==> src/rtl/clk_ratio_monitor_pkg.sv <==
// Shared types and constants for the generated-clock ratio monitor.
package clk_ratio_monitor_pkg;

  typedef enum logic [1:0] {
    IDLE    = 2'd0,
    ARM     = 2'd1,
    MEASURE = 2'd2,
    LOCKED  = 2'd3
  } mon_state_e;

  localparam int ERR_CNT_W = 8;

  // Error counter increment that sticks at all-ones instead of wrapping.
  function automatic logic [ERR_CNT_W-1:0] sat_inc_err(input logic [ERR_CNT_W-1:0] v);
    return (&v) ? v : v + ERR_CNT_W'(1);
  endfunction

endpackage

==> src/rtl/edge_period_counter.sv <==
// Samples the monitored clock as data, detects its rising edge and counts
// the period and high time since the last rise (or timeout restart).
module edge_period_counter #(
  parameter int CNT_W = 8
) (
  input  logic             clk_i,
  input  logic             rst_ni,
  input  logic             clr_i,
  input  logic             restart_i,
  input  logic             mon_clk_i,
  output logic             rise_o,
  output logic [CNT_W-1:0] period_cnt_o,
  output logic [CNT_W-1:0] high_cnt_o
);

  logic             mon_q;
  logic [CNT_W-1:0] period_cnt_q, period_cnt_d;
  logic [CNT_W-1:0] high_cnt_q, high_cnt_d;

  assign rise_o       = mon_clk_i & ~mon_q;
  assign period_cnt_o = period_cnt_q;
  assign high_cnt_o   = high_cnt_q;

  // Next counts: clear beats a rise, a rise beats a timeout restart.
  // A restart starts a fresh window from the current sample so that a stuck
  // clock keeps producing timeouts at a fixed interval.
  always_comb begin
    period_cnt_d = period_cnt_q;
    high_cnt_d   = high_cnt_q;
    if (clr_i) begin
      period_cnt_d = '0;
      high_cnt_d   = '0;
    end else if (rise_o) begin
      period_cnt_d = CNT_W'(1);
      high_cnt_d   = CNT_W'(1);
    end else if (restart_i) begin
      period_cnt_d = CNT_W'(1);
      high_cnt_d   = CNT_W'(mon_clk_i);
    end else begin
      if (~&period_cnt_q) period_cnt_d = period_cnt_q + CNT_W'(1);
      if (mon_clk_i && ~&high_cnt_q) high_cnt_d = high_cnt_q + CNT_W'(1);
    end
  end

  // Edge-detect history and counter registers.
  always_ff @(posedge clk_i or negedge rst_ni) begin
    if (!rst_ni) begin
      mon_q        <= 1'b0;
      period_cnt_q <= '0;
      high_cnt_q   <= '0;
    end else begin
      mon_q        <= mon_clk_i;
      period_cnt_q <= period_cnt_d;
      high_cnt_q   <= high_cnt_d;
    end
  end

endmodule

==> src/rtl/clk_ratio_monitor.sv <==
// Checks a generated clock against its source clock: measures period and
// high time in source cycles, flags mismatches/timeouts, and reports lock
// after LOCK_COUNT consecutive good periods.
//
// state   | meaning
// IDLE    | disabled, counters and match run cleared
// ARM     | waiting for the first rise; that rise is not checked
// MEASURE | checking every period, match run below LOCK_COUNT
// LOCKED  | LOCK_COUNT consecutive good periods seen, still checking
module clk_ratio_monitor
  import clk_ratio_monitor_pkg::*;
#(
  parameter int DIV_RATIO   = 2,
  parameter int HIGH_CYCLES = DIV_RATIO / 2,
  parameter int LOCK_COUNT  = 4,
  parameter int CNT_W       = 8
) (
  input  logic                 clk_in,
  input  logic                 rst_n,
  input  logic                 enable,
  input  logic                 mon_clk,
  output logic                 valid,
  output logic [CNT_W-1:0]     period_out,
  output logic [CNT_W-1:0]     high_out,
  output logic                 err,
  output logic                 locked,
  output logic [ERR_CNT_W-1:0] err_count
);

  localparam int MR_W = $clog2(LOCK_COUNT + 1);
  localparam logic [CNT_W-1:0] PERIOD_EXP = CNT_W'(DIV_RATIO);
  localparam logic [CNT_W-1:0] HIGH_EXP   = CNT_W'(HIGH_CYCLES);
  localparam logic [CNT_W-1:0] TIMEOUT    = CNT_W'(2 * DIV_RATIO);
  localparam logic [MR_W-1:0]  LOCK_RUN   = MR_W'(LOCK_COUNT);

  logic [1:0]       rst_sync_q;
  logic             rst_sync_n;
  logic             rise;
  logic             timeout;
  logic             is_match;
  logic [CNT_W-1:0] period_cnt;
  logic [CNT_W-1:0] high_cnt;

  mon_state_e           state_q, state_d;
  logic [MR_W-1:0]      match_run_q, match_run_d;
  logic                 valid_q, valid_d;
  logic                 err_q, err_d;
  logic                 locked_q, locked_d;
  logic [CNT_W-1:0]     period_out_q, period_out_d;
  logic [CNT_W-1:0]     high_out_q, high_out_d;
  logic [ERR_CNT_W-1:0] err_count_q, err_count_d;

  // Reset asserts immediately and releases two clk_in edges later.
  always_ff @(posedge clk_in or negedge rst_n) begin
    if (!rst_n) rst_sync_q <= 2'b00;
    else        rst_sync_q <= {rst_sync_q[0], 1'b1};
  end
  assign rst_sync_n = rst_sync_q[1];

  edge_period_counter #(
    .CNT_W(CNT_W)
  ) u_edge_period_counter (
    .clk_i       (clk_in),
    .rst_ni      (rst_sync_n),
    .clr_i       (~enable),
    .restart_i   (timeout),
    .mon_clk_i   (mon_clk),
    .rise_o      (rise),
    .period_cnt_o(period_cnt),
    .high_cnt_o  (high_cnt)
  );

  assign is_match = (period_cnt == PERIOD_EXP) && (high_cnt == HIGH_EXP);
  // ARM also times out so a stuck clock keeps reporting while enabled.
  assign timeout  = enable && (state_q != IDLE) && !rise && (period_cnt >= TIMEOUT);

  // Next-state and output decode; a low enable overrides everything else.
  always_comb begin
    state_d      = state_q;
    match_run_d  = match_run_q;
    valid_d      = 1'b0;
    err_d        = 1'b0;
    period_out_d = period_out_q;
    high_out_d   = high_out_q;
    err_count_d  = err_count_q;
    if (!enable) begin
      state_d     = IDLE;
      match_run_d = '0;
    end else begin
      case (state_q)
        IDLE: state_d = ARM;
        ARM:  if (rise) state_d = MEASURE;
        MEASURE, LOCKED: begin
          if (rise) begin
            valid_d      = 1'b1;
            period_out_d = period_cnt;
            high_out_d   = high_cnt;
            if (is_match) begin
              if (match_run_q != LOCK_RUN) match_run_d = match_run_q + MR_W'(1);
              if (match_run_d == LOCK_RUN) state_d = LOCKED;
            end else begin
              err_d       = 1'b1;
              err_count_d = sat_inc_err(err_count_q);
              match_run_d = '0;
              state_d     = MEASURE;
            end
          end
        end
        default: state_d = IDLE;
      endcase
      if (timeout) begin
        err_d        = 1'b1;
        err_count_d  = sat_inc_err(err_count_q);
        period_out_d = TIMEOUT;
        high_out_d   = high_cnt;
        match_run_d  = '0;
        state_d      = ARM;
      end
    end
    locked_d = (state_d == LOCKED);
  end

  // FSM state, match run and all registered outputs.
  always_ff @(posedge clk_in or negedge rst_sync_n) begin
    if (!rst_sync_n) begin
      state_q      <= IDLE;
      match_run_q  <= '0;
      valid_q      <= 1'b0;
      err_q        <= 1'b0;
      locked_q     <= 1'b0;
      period_out_q <= '0;
      high_out_q   <= '0;
      err_count_q  <= '0;
    end else begin
      state_q      <= state_d;
      match_run_q  <= match_run_d;
      valid_q      <= valid_d;
      err_q        <= err_d;
      locked_q     <= locked_d;
      period_out_q <= period_out_d;
      high_out_q   <= high_out_d;
      err_count_q  <= err_count_d;
    end
  end

  assign valid      = valid_q;
  assign err        = err_q;
  assign locked     = locked_q;
  assign period_out = period_out_q;
  assign high_out   = high_out_q;
  assign err_count  = err_count_q;

endmodule

==> config.mk <==
export PLATFORM = sky130hd
export DESIGN_NAME = clk_ratio_monitor
export DESIGN_NICKNAME = d
export VERILOG_FILES = /design/src/rtl/clk_ratio_monitor_pkg.sv /design/src/rtl/edge_period_counter.sv /design/src/rtl/clk_ratio_monitor.sv
export SDC_FILE = /design/constraint.sdc
export NUM_CORES = 1
export LEC_CHECK = 0
export BUFFER_PORTS_ARGS = -buffer_cell sky130_fd_sc_hd__buf_2
export CAP_MARGIN = 20
export CORE_ASPECT_RATIO = 1.4
export CORE_MARGIN = 2
export CORE_UTILIZATION = 61
export DETAILED_ROUTE_END_ITERATION = 10
export GPL_TIMING_DRIVEN = 1
export PLACE_DENSITY = 0.83
export SLEW_MARGIN = 20
export SYNTH_ARGS = -nofsm -noshare
export SYNTH_HDL_FRONTEND = slang
export SYNTH_SLANG_ARGS = --single-unit
==> constraint.sdc <==
create_clock -name clk_in -period 3.45 [get_ports clk_in]
set_input_delay 0.69 -clock clk_in [delete_from_list [all_inputs] [get_ports clk_in]]
set_output_delay 0.69 -clock clk_in [all_outputs]
set_load 0.01 [all_outputs]
; Word-level counts from Yosys, hierarchy flattened
; Cells that the tools add are included.
[classes]
n_addsub = 4
magnitude_cmp = 1
n_eq_ne = 13
mux = 44
bitwise_logic = 2
n_reduce_logical = 18
[op_table]
columns = cell, count
row1 = 8-bit 2-to-1 mux, 19
row2 = 3-bit 2-to-1 mux, 10
row3 = 8-bit by 1-bit adder with 8-bit output (second input constant), 3
row4 = 8-bit AND reduction, 3
row5 = 2-bit 2-to-1 mux, 6
row6 = 8-bit by 1-bit == test with 1-bit output (second input constant), 1
row7 = 8-bit by 2-bit == test with 1-bit output (second input constant), 1
row8 = 8-bit by 3-bit greater-or-equal comparator with 1-bit output (second input constant), 1
row9 = 1-bit 2-to-1 mux, 8
row10 = 2-bit == test (second input constant), 3
row11 = 3-bit by 1-bit != test with 1-bit output (second input constant), 2
row12 = 2-bit one-hot mux with 3 select lines, 1
row13 = 2-bit nonzero test, 3
row14 = 1-bit logical AND, 5
row15 = 4-bit by 1-bit != test with 1-bit output (second input constant), 1
row16 = 4-bit != test (second input constant), 1
row17 = 4-bit AND reduction, 1
row18 = 3-bit by 1-bit adder with 3-bit output (second input constant), 1
row19 = 3-bit == test (second input constant), 1
row20 = 3-bit != test (second input constant), 1
row21 = 3-bit AND reduction, 1
row22 = 2-bit by 1-bit == test with 1-bit output (second input constant), 1
row23 = 1-bit zero test, 2
row24 = 2-bit zero test, 1
row25 = other kinds (5), 5
[word_totals]
reg_bits = 51
input_bits = 4
output_inout_bits = 27

; Longest topological paths before layout
[depth]
depth_word = 14
ltp_mapped = 8
depth_no_buf = 8

; By module
; A second synthesis with hierarchy kept.
[unflattened]
cells_unflattened = 237
area_unflattened_um2 = 2547.4
[by_module_without_submodules]
columns = mod, instances, cells_per_inst, area_per_inst_um2, seq_area_each_um2
row1 = clk_ratio_monitor, 1, 145, 1675.4, 850.8
row2 = edge_period_counter, 1, 92, 872.1, 425.4

; Worst setup path after synthesis
; No wires, ideal clock.
[synth_path]
kind = input to register
start = input port enable
end = register err_count_q[6], in the netlist err_count[6]
setup_ns = 0.125
t_arrival_ns = 1.924
setup_slack_ns = 1.401
path_stages = 6
path_buffers = 1
cell_sequence = buf_2 nand2_1 o21ai_0 a22oi_4 nor3_1 mux2_2
[synth_between]
elab_chain_cells = 5
elab_cells_between_ends = 8
classes_between = eq/ne: 1 / mux: 1 / reduce/logical: 6
[synth_lines]
columns = element, line_no
row1 = "start, declared", clk_ratio_monitor.sv:20  ; input logic enable,
row2 = 1-bit logical AND (3 in a row), clk_ratio_monitor.sv:75  ; assign timeout = enable && (state_q != IDLE) && !rise && (period_cnt >= TIMEOUT);
row3 = 2-bit != test (no source line) or 2-bit nonzero test (tied branches), --
row4 = 4-bit AND reduction (no source line), --
row5 = "end signal, assigned", clk_ratio_monitor.sv:142  ; err_count_q <= err_count_d;
row6 = "end, declared", clk_ratio_monitor.sv:51  ; logic [ERR_CNT_W-1:0] err_count_q, err_count_d;
; Several ways; a longest one is shown, not always the timed one.
; A chain may end at the register's enable or synchronous reset.

; Final worst setup path
[layout_path]
start = register u_edge_period_counter.period_cnt_q[7], in the netlist u_edge_period_counter.period_cnt_o[7]
end = register high_out_q[0], in the netlist high_out[0]
[layout_between]
elab_chain_cells = 4
elab_cells_between_ends = 6
classes_between = order compare: 1 / mux: 1 / reduce/logical: 4
[layout_lines]
columns = element, line_no
row1 = "start, declared", edge_period_counter.sv:17  ; logic [CNT_W-1:0] period_cnt_q, period_cnt_d;
row2 = "start signal, assigned", edge_period_counter.sv:53  ; period_cnt_q <= period_cnt_d;
row3 = 8-bit by 3-bit greater-or-equal comparator with 1-bit output (*), clk_ratio_monitor.sv:75
row4 = 1-bit logical AND (*), clk_ratio_monitor.sv:75
row5 = 2-bit nonzero test (no source line), --
row6 = 3-bit AND reduction (no source line), --
row7 = "end signal, assigned", clk_ratio_monitor.sv:141  ; high_out_q <= high_out_d;
row8 = "end, declared", clk_ratio_monitor.sv:50  ; logic [CNT_W-1:0] high_out_q, high_out_d;
; Every way passes the cells marked *; elsewhere a longest branch is shown, timed or not.

==> results.ini <==
[status]
status = finished clean

[sta]
period_minus_slack_ns = 2.150
slew_headroom = 0.4866
slew_violations = 0
finClkSkew_ns = 0.006835
worstMarginPinSlew_ns = 0.7700
rsz0062_at_grt = false
finalSetupViolCount = 0
clock.fmax_mhz = 465.1
hold_viol_final = 0
min_period_over_period = 0.6232
tns_ns = 0

[clock_tree]
cts_sinks = 51
numCtsBuffers = 5
root_buffer = clkbuf_8
postCtsResizedCells = 0
post_cts_buffers = 0
htreeDepth = 2
cts_hold_buf = 0
path_clk_slew_ns = 0.09
clock_path_buffers = 2
tritoncts = built
clk_latency_ns = 0.30

[floorplanning]
rows = 27
fp.dieW_um = 57.45
initial_utilization = 0.6280
io_pins = 31
die_area_um2 = 4529
fp.dieH_um = 78.83
core-area_um2 = 3885

[placed_design]
gp_congestion = 0.8284
hpwl_mm = 3.061
io_buffer_count = 30
dpl_cell_area_um2 = 2629

[critical_path]
crit_fanout = 18
cp.buffers_inverters = 0
reg2reg_from = u_edge_period_counter.period_cnt_o[7]
critPathSlowestCell = o21ai_2
worst_ep_required_time_ns = 3.63
startpoint_type = flip-flop
cp.arrival_ns = 2.33
crit_chain = nor4_4, nand2_4, o21ai_2, mux2_2
cp_slowest_stage_delay_ns = 0.63
startpoint = u_edge_period_counter.period_cnt_o[7]
critPathKind = reg2reg
path_delay_family = compound AO/OA/AOI/OAI gates
cp-end-kind = flip-flop

[synth]
ys_top_cells_by_count = dfrtp_1, nor2_1, nand2_1
yosys-top-cells-area = dfrtp_1, ha_1, nor2_1
synthCells = 229
ys.flop_type = dfrtp_1
synth_area_um2 = 2440
yosysSeqAreaShare = 0.5231
ys_ff_latch = 51
synth_top_area_share = 0.5231
async_flop_share = 1.000
ys_types = 47
synth_edf_count = 0
synth_nets = 241
synth_area_leader_cell = dfrtp_1
avgSynthCellArea_um2 = 10.65
synth_most_common_cell = dfrtp_1
synth_warnings = 0

[layout]
final_nets = 275
design_area_um2 = 2711
area_growth_pct = 11.13
layout-drive-gt1-share = 0.2357
fin_util = 0.6979
nFillCells = 310
num_antenna_cells = 0

[routing]
routed-via-count = 1757
drt-wirelength-per-cell_um = 13.89
initialDrtViolationCount = 47
remaining_drc_errors = 0
wl_mm = 4.249
viasPerCell = 5.742
drtAntennaViolNets = 0
dr.pass1.iters = 4

[global_route]
overflow = 0
grt_max_degree = 50
grt_pass1_wl_mm = 7.258
gr-usage-all-layers = 0.2050
grt_pass1_vias = 1604
antenna_found_initial = 0

[pwr]
cellPowerDensity_nw_per_um2 = 413.1
p_leak_nw = 1.347
power_mw = 1.120
ir_worst_vdd_mv = 0.4077

[worst_hold_path]
min-delay-path-class = in2async

[flow_run]
maxCapViolCount = 0

-- stage by stage --
stage,worst slack (ns),hold slack (ns),std cells
after global routing,1.154,0.1416,306
after detailed placement,1.156,0.3441,299
final,1.300,0.1597,306
after floorplan,1.401,0.3312,229
after global placement,1.235,0.3436,299
after CTS,1.265,0.1511,306
-- per-layer routing --
layer | share of wire | track usage
met5 | 0 | 0
met4 | 0.021 | 0.08140
met3 | 0.033 | 0.03746
met2 | 0.50 | 0.3193
met1 | 0.45 | 0.2834
-- cell usage in the layout, fill, tap and decap left out, types with 2 or more instances in the layout --
master,synthesis,layout
and3_1,5,5
mux2_2,8,8
a211oi_1,2,2
xnor2_1,3,3
ha_1,8,8
nor3b_1,2,2
o21ai_0,13,13
inv_1,8,8
o21a_1,2,2
a22o_1,4,4
nand2_1,20,20
a31oi_1,5,5
clkbuf_8,0,5
nor3_1,5,5
nor2_1,25,25
a21oi_1,12,12
nand3_1,11,11
buf_2,1,30
dfrtp_1,51,50
xor2_1,10,10
nand4_1,5,5
nand2b_1,3,3
-- final timing paths --
kind | endpoint | slack, ns | cells after the start
min reg2reg | high_out[2] | 0.34 | 0
max reg2reg | high_out[0] | 1.30 | 4
max | high_out[0] | 1.30 | 4
max in group asynchronous | match_run_q[1] | 2.69 | 0
min | rst_sync_q[1] | 0.16 | 1
min in group clk_in | rst_sync_q[1] | 0.37 | 0
-- final cells by class --
class | count | area (µm²) | area share
Sequential cell | 51 | 1280 | 0.4721
Timing Repair Buffer | 30 | 150.1 | 0.05538
Tap cell | 43 | 53.80 | 0.01984
Inverter | 10 | 40.04 | 0.01477
Clock buffer | 6 | 72.57 | 0.02677
Multi-Input combinational cell | 165 | 1107 | 0.4084
Clock inverter | 1 | 7.507 | 0.002769
-- state kept, by name (all words and copies together), names as in the netlist, 2 cells and up --
| register | flops |
|---|---|
| err_count | 8 |
| high_out | 8 |
| period_out | 8 |
| match_run_q | 3 |
| state_q | 2 |
| u_edge_period_counter.period_cnt_o | 8 |
| u_edge_period_counter.high_cnt_o | 8 |
| rst_sync_q | 2 |
-- logic make-up after synthesis --
group           synth area share
simple gates              0.2015
flops                     0.5231
compound gates            0.1200
xor+xnor                 0.04667
buf+inv                  0.02308
mux                      0.04308
fa+ha+maj                0.04103
other cells             0.001537
-- power by group --
part | leakage, nW | internal, mW | switching, mW
sequential | 0.689 | 0.631 | 0.0437
clock | 0.0373 | 0.139 | 0.177
combinational | 0.621 | 0.0587 | 0.0705
total | 1.35 | 0.829 | 0.291
(Power assumes the default switching activity.)
